`src/rtl/regfile_wb_pkg.sv`:
```
// Shared types and constants for the register-file write-back arbiter.
package regfile_wb_pkg;

  typedef enum logic {
    CLEAR = 1'b0,
    RUN   = 1'b1
  } state_t;

  localparam logic [4:0] REG_ZERO    = 5'd0;
  localparam logic [4:0] LAST_REG    = 5'd31;
  localparam int         STALL_CNT_W = 16;

endpackage

```
`src/rtl/rr_arbiter.sv`:
```
// Round-robin arbiter: combinational one-hot grant scanned from a registered
// pointer, which moves to one past the winner whenever a grant is taken.
module rr_arbiter #(
  parameter  int N  = 2,
  localparam int IW = (N > 1) ? $clog2(N) : 1
) (
  input  logic          clk,
  input  logic          rst_ni,
  input  logic          en_i,
  input  logic [N-1:0]  valid_i,
  output logic [N-1:0]  grant_o,
  output logic [IW-1:0] winner_o,
  output logic          accept_o
);

  logic [IW-1:0] ptr_q, ptr_d;
  logic [IW:0]   cand;
  logic          found;

  // First valid requester at or after the pointer, wrapping modulo N.
  always_comb begin
    found    = 1'b0;
    winner_o = '0;
    cand     = '0;
    for (int k = 0; k < N; k++) begin
      cand = {1'b0, ptr_q} + (IW+1)'(k);
      if (cand >= (IW+1)'(N)) cand = cand - (IW+1)'(N);
      if (!found && valid_i[cand[IW-1:0]]) begin
        found    = 1'b1;
        winner_o = cand[IW-1:0];
      end
    end
  end

  assign accept_o = en_i && found;
  assign grant_o  = accept_o ? (N'(1) << winner_o) : '0;

  always_comb begin
    ptr_d = ptr_q;
    if (accept_o) ptr_d = (winner_o == IW'(N - 1)) ? '0 : winner_o + 1'b1;
  end

  always_ff @(posedge clk or negedge rst_ni) begin
    if (!rst_ni) ptr_q <= '0;
    else         ptr_q <= ptr_d;
  end

endmodule

```
`src/rtl/regfile_wb_arbiter.sv`:
```
// Shares the register_file write port among NUM_SRC write-back sources, after
// an optional post-reset scrub of x1..x31. Define REGFILE_WB_STATS_EN for stall counters.
module regfile_wb_arbiter
  import regfile_wb_pkg::*;
#(
  parameter  int NUM_SRC        = 2,
  parameter  int ADDR_W         = 5,
  parameter  int DATA_W         = 32,
  parameter  bit CLEAR_ON_RESET = 1'b1,
  localparam int GW             = (NUM_SRC > 1) ? $clog2(NUM_SRC) : 1
) (
  input  logic                      clk,
  input  logic                      rst,
  input  logic [NUM_SRC-1:0]        req_valid,
  input  logic [NUM_SRC*ADDR_W-1:0] req_addr,
  input  logic [NUM_SRC*DATA_W-1:0] req_data,
  output logic [NUM_SRC-1:0]        req_ready,
  output logic                      we,
  output logic [ADDR_W-1:0]         addr_rd2,
  output logic [DATA_W-1:0]         data_rd2,
  output logic [GW-1:0]             grant_id,
  output logic                      busy
`ifdef REGFILE_WB_STATS_EN
  , output logic [NUM_SRC*STALL_CNT_W-1:0] stall_cnt
`endif
);

  state_t            state_q;
  logic [ADDR_W-1:0] cnt_q, addr_q;
  logic [DATA_W-1:0] data_q;
  logic [GW-1:0]     gid_q, win;
  logic              we_q, accept;
  logic [ADDR_W-1:0] win_addr;
  logic [DATA_W-1:0] win_data;

  rr_arbiter #(.N(NUM_SRC)) u_rr (
    .clk      (clk),
    .rst_ni   (rst),
    .en_i     (state_q == RUN),
    .valid_i  (req_valid),
    .grant_o  (req_ready),
    .winner_o (win),
    .accept_o (accept)
  );

  assign win_addr = req_addr[win*ADDR_W +: ADDR_W];
  assign win_data = req_data[win*DATA_W +: DATA_W];

  always_ff @(posedge clk or negedge rst) begin
    if (!rst) begin
      state_q <= CLEAR_ON_RESET ? CLEAR : RUN;
      cnt_q   <= ADDR_W'(1);
      we_q    <= 1'b0;
      addr_q  <= '0;
      data_q  <= '0;
      gid_q   <= '0;
    end else begin
      case (state_q)
        CLEAR: begin
          we_q   <= 1'b1;
          addr_q <= cnt_q;
          data_q <= '0;
          cnt_q  <= cnt_q + 1'b1;
          if (cnt_q == ADDR_W'(LAST_REG)) state_q <= RUN;
        end
        default: begin
          // x0 is hardwired: the request is consumed but never written.
          if (accept) begin
            we_q   <= (win_addr != ADDR_W'(REG_ZERO));
            addr_q <= win_addr;
            data_q <= win_data;
            gid_q  <= win;
          end else begin
            we_q <= 1'b0;
          end
        end
      endcase
    end
  end

  assign we       = we_q;
  assign addr_rd2 = addr_q;
  assign data_rd2 = data_q;
  assign grant_id = gid_q;
  assign busy     = (state_q == CLEAR);

`ifdef REGFILE_WB_STATS_EN
  for (genvar gi = 0; gi < NUM_SRC; gi++) begin : g_stall
    logic [STALL_CNT_W-1:0] stall_q;
    always_ff @(posedge clk or negedge rst) begin
      if (!rst) stall_q <= '0;
      else if (req_valid[gi] && !req_ready[gi] && (stall_q != '1)) stall_q <= stall_q + 1'b1;
    end
    assign stall_cnt[gi*STALL_CNT_W +: STALL_CNT_W] = stall_q;
  end
`endif

endmodule

```
`config.mk`:
```
export PLATFORM = sky130hd
export DESIGN_NAME = regfile_wb_arbiter
export DESIGN_NICKNAME = d
export VERILOG_FILES = /design/src/rtl/regfile_wb_pkg.sv /design/src/rtl/rr_arbiter.sv /design/src/rtl/regfile_wb_arbiter.sv
export SDC_FILE = /design/constraint.sdc
export NUM_CORES = 1
export LEC_CHECK = 0
export ABC_AREA = 1
export BUFFER_PORTS_ARGS = -buffer_cell sky130_fd_sc_hd__buf_2
export CAP_MARGIN = 20
export CORE_UTILIZATION = 42
export CTS_CLUSTER_SIZE = 16
export DETAILED_ROUTE_END_ITERATION = 7
export PLACE_DENSITY = 0.78
export SLEW_MARGIN = 20
export SYNTH_ARGS = -nofsm -noshare
export SYNTH_HDL_FRONTEND = slang
export SYNTH_SLANG_ARGS = --single-unit
```
`constraint.sdc`:
```
create_clock -name clk -period 1.32 [get_ports clk]
set_input_delay 0.066 -clock clk [delete_from_list [all_inputs] [get_ports clk]]
set_output_delay 0.066 -clock clk [all_outputs]
set_load 0.05 [all_outputs]
```
After elaboration in Yosys (flattened, before gate mapping)
Index checks and enable logic that the tools add are counted.
Word-level totals
  flip-flop bits (word level): 46
  output and inout port bits: 42
Cells by class
  $add $sub $neg: 5
  $mul: 1
  magnitude comparators: 4
  equality and inequality tests: 2
  shift-type cells: 3
  mux-type cells: 20
  bitwise operators: 1
  reductions and logical operators: 5
Operator list (number)
  $mux 32: 2
  $shiftx 64x7->32: 1
  $mux 1: 15
  $mux 5: 2
  $shiftx 10x5->5: 1
  $add 5x1->5 const B: 1
  $eq 5x5->1 const B: 1
  $reduce_bool 5->1: 1
  $lt 1x2->1 const B: 2
  $mul 1x3->4 const B: 1
  $add 1x1->2 const B: 1
  $ge 1x2->1 const B: 1
  $ge 2x2->1 const B: 1
  $logic_and 1x1->1: 2
  $mux 2: 1
  $ne 2x1->1 const B: 1
  $reduce_and 2->1: 1
  $shl 1x1->2 const A: 1
  $sub 1x1->1 const B: 2
  $add 1x1->1 const B: 1
  $logic_not 1->1: 1
  $not 1->1: 1

Depth between registers and ports, before layout
  depth in word-level cells: 13
  depth in mapped cells: 10
  gate-level depth less buffers: 9

Modules after synthesis
A second synthesis with hierarchy kept.
Second synthesis, totals
  cells, all modules: 272
  area, all modules: 2264.7 µm²
By module, submodules not included
  regfile_wb_arbiter: instances 1, cells each 258, area each 2187.1 µm²
  rr_arbiter: instances 1, cells each 14, area each 77.6 µm²

Worst setup path before layout
Ideal clock, no wire load.
  path kind: register to output
  start: register state_q
  end: output port req_ready[1]
  arrival: 1.452 ns
  data required time: 1.254 ns
  path slack: -0.198 ns
  stages on the path, launching flop included: 5
  buffers on the path: 2
  cells stage by stage: dfrtp_1 -> buf_2 -> inv_2 -> buf_2 -> nor2_1
Between the ends
  cells in the longest elaborated chain, start to end: 2
RTL lines
  start: declaration: line regfile_wb_arbiter.sv:28  | state_t state_q;
  start signal: assignment: line regfile_wb_arbiter.sv:51  | state_q <= CLEAR_ON_RESET ? CLEAR : RUN;
  $logic_and 1x1->1: line rr_arbiter.sv:35  | assign accept_o = en_i && found;
  $mux 2: line rr_arbiter.sv:36  | assign grant_o = accept_o ? (N'(1) << winner_o) : '0;
  end: declaration: line regfile_wb_arbiter.sv:17  | output logic [NUM_SRC-1:0] req_ready,
No other way between the ends.

Worst setup path in the final report
  start: register u_rr.ptr_q
  end: output port req_ready[0]
Between the ends
  cells in the longest elaborated chain, start to end: 10
  elaborated cells on any way between the ends: 20
  classes of those cells: add/sub (3); order compare (2); shift (1); mux (11); reduce/logical (3)
RTL lines
  start: declaration: line rr_arbiter.sv:16  | logic [IW-1:0] ptr_q, ptr_d;
  start signal: assignment: line rr_arbiter.sv:45  | else ptr_q <= ptr_d;
  $ge 1x2->1 or $sub 1x1->1 (tied branches): line rr_arbiter.sv:27  | if (cand >= (IW+1)'(N)) cand = cand - (IW+1)'(N);
  $mux 1: line rr_arbiter.sv:27
  $mux 1 (implied by the code) (2 in a row): line rr_arbiter.sv:28  | if (!found && valid_i[cand[IW-1:0]]) begin
  $mux 1: line rr_arbiter.sv:28
  $logic_not 1->1: line rr_arbiter.sv:28
  $logic_and 1x1->1: line rr_arbiter.sv:28
  $mux 1: line rr_arbiter.sv:28
  $shl 1x1->2 or $logic_and 1x1->1 (tied branches): line rr_arbiter.sv:36, rr_arbiter.sv:35
  $mux 2 (*): line rr_arbiter.sv:36
Mark *: on every way between the ends. The rest lies on a longest branch, timed or not. The select of a mux whose other input is x is not followed.

==> metrics.txt <==
Max-Cap Viols=0; Slew Viols, Final=0; CORE AREA=roughly 5600 um^2; DR WL/cell=14.8 um; post-layout min period=between 1 and 1.5 ns; reg2reg start=u_rr.ptr_q; drt via density=between 5 and 6; routed vias=roughly 2,500; Worst EP arrival=1.35 ns; Yosys Warn Count=0; Peak VDD IR=approximately 0.00066 V; Leak Pwr=between 1.5 and 2 nW; CTS Buf Count=5; FF+latch count, synth=46; Hold Path Origin=req_data[32]; Hold WC Path Type=input port to flip-flop; routed length on met1=between 2 and 3 mm; worst slew pin tran=0.426 ns; Slew Limit Headroom=0.716; setup violators final=40; I/O Pins=between 100 and 150; EDFF count, synth=0; Antenna Nets Post-Route=0; clk buf depth=2; DRT Pass-1 Iters=5; first-pass GRT wire length=approximately 11 mm; CTS HTree Levels=2; final-report hold violation count=0; cell row count=27; wire length on met3=roughly 370 um; setup ws final=-0.0974 ns; NumNets Final=between 400 and 500; Area Overhead vs Synth=50.7%; DP HPWL=4.78 mm; CP max FO=3; Hold Path End=data_rd2[0]; post-synthesis average cell area=approximately 9.2 um^2; R2R depth=9; Inst Count DP=between 400 and 500; quantity of I/O buffers inserted on ports=about 120; number of global-route vias before repair=2,398; routability congestion estimate=just under 0.8; Highest Clock Rate=0.705 GHz; outcome=finished, violations left; Clock Latency Late Sink=around 0.3 ns; top sig layer=met4; clock-pin slew on the worst setup and hold paths=~0.09 ns; CP Capture Type=output port; total die area=~6300 um^2; final core utilization=0.669; critical path type=flip-flop to output port; Final period util=1.07; Cell Pwr Density=between 1000 and 1500 nW/um^2; Post-Syn Instances=around 270; DRT iter0 DRCs=between 60 and 70; largest net degree at the start of global routing=28; CTS root buf=clkbuf_8; failing checks=negative setup slack; Finished Layout Cells=~480; clock sink count=46; flop2flop setup slack=-0.09 ns; share of post-route cells with drive strength above 1=0.575; Routed WL=just over 7 mm; ys async rst share=1.00; Post-synth top flop=dfrtp_1; Setup Skew=roughly 0.0043 ns; GRT Util Overall=0.222; WHS Path Cells=3; RSZ-0062 raised after global routing=yes; ant diodes=0; CTS tree=yes; CP Launch Type=flip-flop; Die H=approximately 79 um; Distinct cells, synth=22; R2R Path End=addr_rd2[2]; Routed met2 length=roughly 3.7 mm; mapped cell area=about 2500 um^2; syn_nets=approximately 350; antenna violations before repair=0; gr ovfl total=0; register area share after synthesis=0.460; Worst Path Required=roughly 1.3 ns; drt drc=0; initial core utilization=0.444; Die W=between 70 and 80 um
==> stage by stage <==
stage | TNS (ns) | area, um^2 | power (mW) | hold slack, ns | setup slack [ns]
detailed placement | -0.574 | 3220 | 3.76 | 0.0237 | -0.0584
global route | -5.49 | 3770 | 5.33 | 0.0811 | -0.174
finish | -2.42 | 3770 | 5.11 | 0.0767 | -0.0974
floorplan | 0 | 2510 | 3.23 | -0.230 | 0.0226
CTS | -1.35 | 3510 | 4.93 | 0.0611 | -0.0717
global placement | 0 | 3220 | 3.73 | 0.0204 | 0.0105
==> power breakdown <==
group | total [mW] | switching [mW] | internal (mW)
clock network | 1.05 | 0.489 | 0.565
registers | 1.81 | 0.178 | 1.63
logic | 2.25 | 1.51 | 0.742
==> critical path, cell delays in order (launching register included) <==
cell and delay (ns):
dfrtp_1 0.39, inv_2 0.10, a21oi_2 0.06, nand2_2 0.11, nand2_4 0.07, inv_2 0.06
nand2_2 0.06, inv_2 0.06, buf_8 0.13
==> synthesized netlist by cell type (2+ instances only) <==
cell type  number  area, um^2
ha_1            2        25.0
inv_2           2        7.51
inv_1           6        22.5
nor2_1         38         143
a21oi_1        33         165
nand2_1        51         191
buf_4           8        60.1
buf_6           2        22.5
buf_12          2        40.0
nand2_2        21         131
buf_2           9        45.0
xnor2_1         2        17.5
dfrtp_1        45        1130
o31ai_1         3        22.5
nand3_1        11        55.1
o31ai_2        29         363
o21ai_0         2        10.0
==> worst max-delay path by stage <==
stage,start,to,slack [ns]
after CTS,u_rr.ptr_q,req_ready[0],-0.07
after global routing,u_rr.ptr_q,data_rd2[20],-0.17
after floorplan,state_q,req_ready[1],0.02
after detailed placement,u_rr.ptr_q,data_rd2[8],-0.06
final,u_rr.ptr_q,req_ready[0],-0.1
after global placement,u_rr.ptr_q,data_rd2[8],0.01
==> area by class of cell <==
| cell class | instances | area [um^2] |
|---|---|---|
| multi-input combinational | 196 | 1370 |
| tap | 72 | 90.1 |
| timing repair buffer | 151 | 1020 |
| clock inverter | 2 | 37.5 |
| sequential | 46 | 1150 |
| inverter | 8 | 30.0 |
| clock buffer | 6 | 72.6 |
| fill | 460 | 1870 |
==> sequential cells by signal, indices dropped and copies added, names as in the netlist <==
signal and flops:
state_q 1, cnt_q 5, we 1, u_rr.ptr_q 1
data_rd2 32, addr_rd2 5, grant_id 1
==> layout by cell type (no fill, tap or decap), types with 6 or more instances in the layout <==
master,synthesis,routed
a21oi_1,33,32
buf_12,2,6
buf_2,9,116
buf_4,8,18
dfrtp_1,45,45
nand2_1,51,39
nand2_2,21,14
nand2_4,0,19
nand3_1,11,7
nor2_1,38,37
o31ai_2,29,25
==> what timing repair did <==
action	in CTS	in global routing
endpoints found under the hold margin	15	0
endpoints found under the setup margin	24	43
resized for setup	18	42
gates cloned	2	2
hold buffers	1	0
buffers inserted	7	1
pin swaps	3	7
==> logic make-up (layout without fill, tap and decap cells) <==
| logic type | count (synthesis) | in the layout | synth area share |
|---|---|---|---|
| AO/OA/AOI/OAI | 68 | 68 | 0.227 |
| XOR/XNOR | 3 | 3 | 0.0105 |
| adder cells (fa/ha/maj) | 2 | 2 | 0.00999 |
| buffers and inverters | 29 | 167 | 0.0790 |
| flip-flops | 46 | 46 | 0.460 |
| AND/OR/NAND/NOR | 123 | 123 | 0.213 |
==> layer usage <==
layer / GRT usage / up-vias
met3: 0.0402 / 10
met5: 0 / -
met4: 0.0709 / 0
met1: 0.273 / 1172
li1: - / 1178
met2: 0.391 / 98
(Power assumes the default switching activity.)
